==> config.mk <==
export PLATFORM = sky130hd
export DESIGN_NAME = led_seq_ctrl
export DESIGN_NICKNAME = d
export VERILOG_FILES = /design/src/rtl/led_seq_ctrl.sv
export SDC_FILE = /design/constraint.sdc
export NUM_CORES = 1
export LEC_CHECK = 0
export CORE_MARGIN = 4
export CORE_UTILIZATION = 53
export CTS_BUF_LIST = sky130_fd_sc_hd__clkbuf_4 sky130_fd_sc_hd__clkbuf_8 sky130_fd_sc_hd__clkbuf_16
export DETAILED_ROUTE_END_ITERATION = 12
export MAX_ROUTING_LAYER = met4
export PLACE_DENSITY_LB_ADDON = 0.1
export SETUP_SLACK_MARGIN = 0.2
export SYNTH_ARGS = -nofsm -noshare
export SYNTH_HDL_FRONTEND = slang
export SYNTH_SLANG_ARGS = --single-unit
==> constraint.sdc <==
create_clock -name clk -period 4.6 [get_ports clk]
set_clock_uncertainty 0.05 [all_clocks]
set_input_delay 0.69 -clock clk [delete_from_list [all_inputs] [get_ports clk]]
set_output_delay 0.69 -clock clk [all_outputs]
set_load 0.05 [all_outputs]
==> src/rtl/led_seq_ctrl.sv <==
// led_seq_ctrl: register-mapped sequencer for the LED register (direct, blink, rotate-left/right).
// Defining LED_SEQ_IRQ_EN adds the step-wrap interrupt (irq port, STATUS[29], CTRL bit3 IE).
module led_seq_ctrl #(
    parameter int unsigned DEFAULT_PERIOD = 25000000,
    parameter int unsigned STEP_W         = 8
) (
    input  logic        clk,
    input  logic        reset,
    input  logic        we,
    input  logic [1:0]  addr,
    input  logic [3:0]  byteen,
    input  logic [31:0] wdata,
    output logic [31:0] rdata,
    output logic [3:0]  led_byteen,
    output logic [31:0] led_din
`ifdef LED_SEQ_IRQ_EN
    ,
    output logic        irq
`endif
);

    typedef enum logic [1:0] {
        IDLE = 2'd0,
        LOAD = 2'd1,
        RUN  = 2'd2
    } state_t;

    localparam logic [1:0] M_DIRECT = 2'd0;
    localparam logic [1:0] M_BLINK  = 2'd1;
    localparam logic [1:0] M_ROTL   = 2'd2;
    localparam logic [1:0] M_ROTR   = 2'd3;

`ifdef LED_SEQ_IRQ_EN
    localparam logic [3:0] CTRL_MASK = 4'hF;
`else
    localparam logic [3:0] CTRL_MASK = 4'h7;
`endif

    state_t             state;
    logic [3:0]         ctrl;
    logic [31:0]        period;
    logic [31:0]        pattern;
    logic [31:0]        cnt;
    logic [31:0]        cur;
    logic [STEP_W-1:0]  step;
    logic               phase;
    logic               irq_pend;

    logic        wr_ctrl, wr_period, wr_pattern, wr_status;
    logic [3:0]  ctrl_nxt;
    logic        en_nxt, mode_change, run_stop, boundary, step_tick;
    logic [31:0] period_m1, cur_rotl, cur_rotr;

    function automatic logic [31:0] merge_bytes(input logic [31:0] old_val,
                                                input logic [31:0] new_val,
                                                input logic [3:0]  be);
        logic [31:0] r;
        r = old_val;
        for (int i = 0; i < 4; i++) begin
            if (be[i]) r[8*i +: 8] = new_val[8*i +: 8];
        end
        return r;
    endfunction

    assign wr_ctrl    = we && (addr == 2'd0);
    assign wr_period  = we && (addr == 2'd1);
    assign wr_pattern = we && (addr == 2'd2);
    assign wr_status  = we && (addr == 2'd3);

    // FSM decisions look at the CTRL value being written this cycle, so a disabling write stops pulses at once.
    assign ctrl_nxt    = (wr_ctrl && byteen[0]) ? (wdata[3:0] & CTRL_MASK) : ctrl;
    assign en_nxt      = ctrl_nxt[0];
    assign mode_change = wr_ctrl && (ctrl_nxt[2:1] != ctrl[2:1]);
    assign run_stop    = !en_nxt || (ctrl_nxt[2:1] == M_DIRECT);

    assign period_m1 = (period == 32'd0) ? 32'd0 : period - 32'd1;
    assign boundary  = (cnt >= period_m1);
    assign step_tick = (state == RUN) && !run_stop && !wr_pattern && !mode_change
                       && !wr_period && boundary;

    assign cur_rotl = {cur[30:0], cur[31]};
    assign cur_rotr = {cur[0], cur[31:1]};

    // NOTE: sequential state uses non-blocking assignments only, so every register sees pre-edge values.
    always_ff @(posedge clk) begin
        if (reset) begin
            state      <= IDLE;
            ctrl       <= 4'h0;
            period     <= DEFAULT_PERIOD;
            pattern    <= 32'd0;
            cnt        <= 32'd0;
            cur        <= 32'd0;
            step       <= '0;
            phase      <= 1'b0;
            irq_pend   <= 1'b0;
            led_byteen <= 4'h0;
            led_din    <= 32'd0;
        end else begin
            led_byteen <= 4'h0;
            if (wr_ctrl)    ctrl    <= ctrl_nxt;
            if (wr_period)  period  <= merge_bytes(period, wdata, byteen);
            if (wr_pattern) pattern <= merge_bytes(pattern, wdata, byteen);

            if (wr_pattern && (ctrl[2:1] == M_DIRECT)) begin
                led_byteen <= byteen;
                led_din    <= wdata;
            end

            case (state)
                IDLE: begin
                    if (en_nxt && (ctrl_nxt[2:1] != M_DIRECT)) state <= LOAD;
                end
                LOAD: begin
                    cur        <= pattern;
                    cnt        <= 32'd0;
                    phase      <= 1'b0;
                    led_byteen <= 4'hF;
                    led_din    <= pattern;
                    state      <= RUN;
                end
                RUN: begin
                    if (run_stop) begin
                        state <= IDLE;
                    end else if (wr_pattern || mode_change) begin
                        state <= LOAD;
                    end else if (wr_period) begin
                        cnt <= 32'd0;
                    end else if (boundary) begin
                        cnt        <= 32'd0;
                        led_byteen <= 4'hF;
                        case (ctrl[2:1])
                            M_BLINK: begin
                                phase   <= ~phase;
                                led_din <= phase ? pattern : 32'd0;
                            end
                            M_ROTL: begin
                                cur     <= cur_rotl;
                                led_din <= cur_rotl;
                            end
                            M_ROTR: begin
                                cur     <= cur_rotr;
                                led_din <= cur_rotr;
                            end
                            default: ;
                        endcase
                    end else begin
                        cnt <= cnt + 32'd1;
                    end
                end
                default: state <= IDLE;
            endcase

            // A STATUS write beats a simultaneous step increment.
            if (wr_status) begin
                step     <= '0;
                irq_pend <= 1'b0;
            end else if (step_tick) begin
                step <= step + 1'b1;
`ifdef LED_SEQ_IRQ_EN
                if (&step) irq_pend <= 1'b1;
`endif
            end
        end
    end

    // NOTE: rdata gets a default before the case so no path leaves it unassigned (no latch).
    always_comb begin
        rdata = 32'd0;
        case (addr)
            2'd0: rdata[3:0] = ctrl;
            2'd1: rdata = period;
            2'd2: rdata = pattern;
            2'd3: begin
                rdata[31:30]       = state;
                rdata[29]          = irq_pend;
                rdata[28]          = phase;
                rdata[STEP_W-1:0]  = step;
            end
            default: rdata = 32'd0;
        endcase
    end

`ifdef LED_SEQ_IRQ_EN
    assign irq = irq_pend & ctrl[3];
`endif

endmodule

==> flow_summary.toml <==
[drt]
drt_pass1_iterations = 7
drcViolationCount = 0
antenna_left = 0
routed_wl_mm = 36.6
viasPerCell = 6.33
wl_per_cell_um = 20.3
vias = 11400
drt_iter0_drc = 1204

[pwr]
pwr_density_cell_nw_per_um2 = 310
vdd_drop_max_mv = 0.240
p_leak_nw = 5.21
power_mw = 4.26

[synth]
yosys.area.top_type = "dfxtp_1"
synth_top_flop_cell = "dfxtp_1"
synth_area_leaders = "dfxtp_1 (31%), nand2_1 (8.6%), mux2i_1 (7.2%)"
ys_seq_elements = 178
synth_cell_types = 62
synth_top_area_share = 0.315
yosysWarnings = 0
syn_nets = 1525
syn_avg_cell_area_um2 = 7.87
synth_cells = 1439
yosysSeqAreaShare = 0.315
synth_area_um2 = 11300
synth_edf_count = 0
async_reset_ff_frac = 0

[floorplan]
rows = 53
core_area_um2 = 21000
die_area_um2 = 23800
ioPinCount = 109
die_y_um = 154
die_width_um = 154
start_util = 0.539

[worst_hold_path]
hold_class = "reg2reg"
min-delay-start = "period[27]"
holdPathStages = 2
holdPathEnd = "period[27]"

[global_routing]
track_usage = 0.298
antenna_found_initial = 0
grt_start_max_net_pins = 102
gr-total-overflow = 0
grt_pass1_wl_mm = 56.4
grt_pass1_vias = 10200

[clocking]
cts.sinks = 178
cts_buffers = 17
clockRootBuffer = "clkbuf_16"
insertion_delay_ns = 0.44
cts_tree = "yes"
clkTransAtPathRegs_ns = 0.08
cts_max_path_buffers = 2
ctsHoldBuffers = 0
htreeDepth = 4

[setup_path]
worstSetupEndpointType = "flop"
cp_cell_sequence = "or4_4 -> or4_4 -> nor2_4 -> nand2_4 -> or4_4 -> xnor2_2 -> nand2_1 -> ha_1 -> nand4_1 -> or4_4 -> a31oi_4 -> o2111a_2 -> clkbuf_16 -> nor3_1 -> a311o_1"
worstSetupPathType = "reg2reg"
slowest_delay_ns = 0.56
r2r-end = "cur[28]"
critical-path-top-delay-family = "simple AND/OR/NAND/NOR gates"
reg2reg_from = "period[7]"
reg2reg_slack_ns = 0.02
worstSetupStartpointType = "flop"
reg2reg_depth = 15
crit_top_cell = "or4_4"
critPathBufInv = 1
critical_path_arrival_ns = 4.86
crit_fanout = 8
crit_slowest_cell = "or4_4"
startpoint = "period[7]"
cp.required_ns = 4.89

[sta]
rsz0062_at_grt = "yes"
min_period_ns = 4.58
setup_viol = 0
max_freq_mhz = 218
hold_violations = 0
min_period_over_period = 0.995
relSlewSlack = 0.323
maxSlewViolCount = 0
tightestPinTransition_ns = 1.01

[final_layout]
layout.cell_area.non_filler_um2 = 13700
nets = 1595
drive_gt1_frac = 0.123
area_growth_pct = 21.2
num_antenna_cells = 0

[place]
placedInstanceArea_um2 = 12600
io_buffers = 108
dp_hpwl_mm = 25.7
routabilityCongestion = 0.884

[job]
cap_violations = 0

[status]
status = "finished, final reports clean"
-- power by group --
part / switching, mW / internal, mW / total [mW]
combinational: 0.693 / 0.362 / 1.05
clock: 0.700 / 0.820 / 1.52
sequential: 0.0817 / 1.60 / 1.68
total: 1.47 / 2.78 / 4.26
-- worst min-delay path: stages, from the launching register on --
cell	delay [ns]
dfxtp_1	0.34
nand2_1	0.06
a21oi_1	0.06
-- per-stage QoR --
step | hold slack (ns) | TNS [ns] | util | setup slack (ns) | cells
floorplan | 0.408 | 0 | - | 0.157 | 1439
global placement | 0.438 | 0 | 0.602 | 0.00195 | 1749
detailed placement | 0.452 | -0.954 | 0.602 | -0.0681 | 1749
CTS | 0.463 | 0 | 0.641 | 0.0942 | 1789
global route | 0.481 | -0.765 | 0.653 | -0.0474 | 1797
finish | 0.463 | 0 | 0.653 | 0.0220 | 1797
-- sequential cells by signal (all words and copies together), names as in the netlist --
signal,count
state,2
period,32
step,8
led_din,32
led_byteen,4
phase,1
cur,32
pattern,32
ctrl,3
cnt,32
-- Yosys cell counts, types with 5 or more instances --
master    instances
a221o_1          25
dfxtp_1         178
nor2b_1          24
xnor2_1          14
inv_1            21
buf_2             6
a221oi_1         24
buf_1            13
nand2_1         259
xor2_1           30
o21ai_0          40
nor4_1           10
and2_1            6
mux2i_1          82
or4_1             5
nor3_1           43
a21oi_1         137
and3_1           14
nand3_1          47
or3_1            16
nand2b_1          6
nand4_1          16
o221ai_1          6
a32o_1           32
a222oi_1         11
a311o_1          31
mux2_2           24
clkbuf_1         93
a22oi_1          22
a21o_1            6
nor2_1           96
ha_1             45
o211ai_1         12
-- cells in the final DEF, fill, tap and decap left out, types with 14 or more instances in the layout --
cell	count
a22oi_1	22
nor2b_1	24
inv_1	21
nor2_1	92
clkbuf_16	21
ha_1	44
dfxtp_1	177
a221oi_2	14
o21ai_0	40
a311o_1	31
a32o_1	32
nand3_1	47
nand2_1	257
clkdlybuf4s50_1	82
xor2_1	30
a21oi_1	135
or3_1	16
a221o_1	25
nor3_1	41
mux2_2	24
buf_4	67
mux2i_1	82
and3_1	14
nand4_1	16
-- timing repair --
item / CTS / global route
pin swaps: 10 / 20
resized for setup: 24 / 22
buffers inserted: 6 / 3
gates cloned: 2 / 5
endpoints found under the setup margin: 71 / 108
hold endpoints to repair: 0 / 0
-- cells by family (layout without fill, tap and decap cells) --
kind of cell | count (synthesis) | count (layout) | share of synthesized area
DFF | 178 | 178 | 0.315
adders and majority gates | 45 | 45 | 0.0497
muxes | 106 | 106 | 0.0963
buffers and inverters | 135 | 218 | 0.0464
and+or+nand+nor | 559 | 559 | 0.225
AOI/OAI and AO/OA | 372 | 372 | 0.234
xor gates and xnor gates | 44 | 44 | 0.0340
-- cell type report --
type / instances / area (µm²)
flip-flops and latches: 178 / 3560
multi-input cells: 1126 / 7510
fillers: 1834 / 7290
clock buffers: 17 / 425
well taps: 275 / 344
inverters: 21 / 78.8
repair buffers: 165 / 1640
clock inverters: 15 / 171
-- worst max-delay path by stage --
stage	slack (ns)	endpoint	cells past startpoint
final	0.02	cur[28]	15
after global routing	-0.05	cur[15]	15
after CTS	0.09	cur[13]	16
after detailed placement	-0.07	led_din[27]	16
after global placement	0.002	led_din[20]	16
after floorplan	0.16	led_din[0]	16
-- metal layers --
layer	part of all wire	global-route usage	wire, µm	vias up
li1	-	-	-	5438
met1	0.43	0.412	15900	5411
met2	0.47	0.461	17200	456
met3	0.069	0.0395	2520	66
met4	0.027	0.0833	1000	0
met5	0	-	0	-
Note: power is estimated with default switching activity, not from simulation.
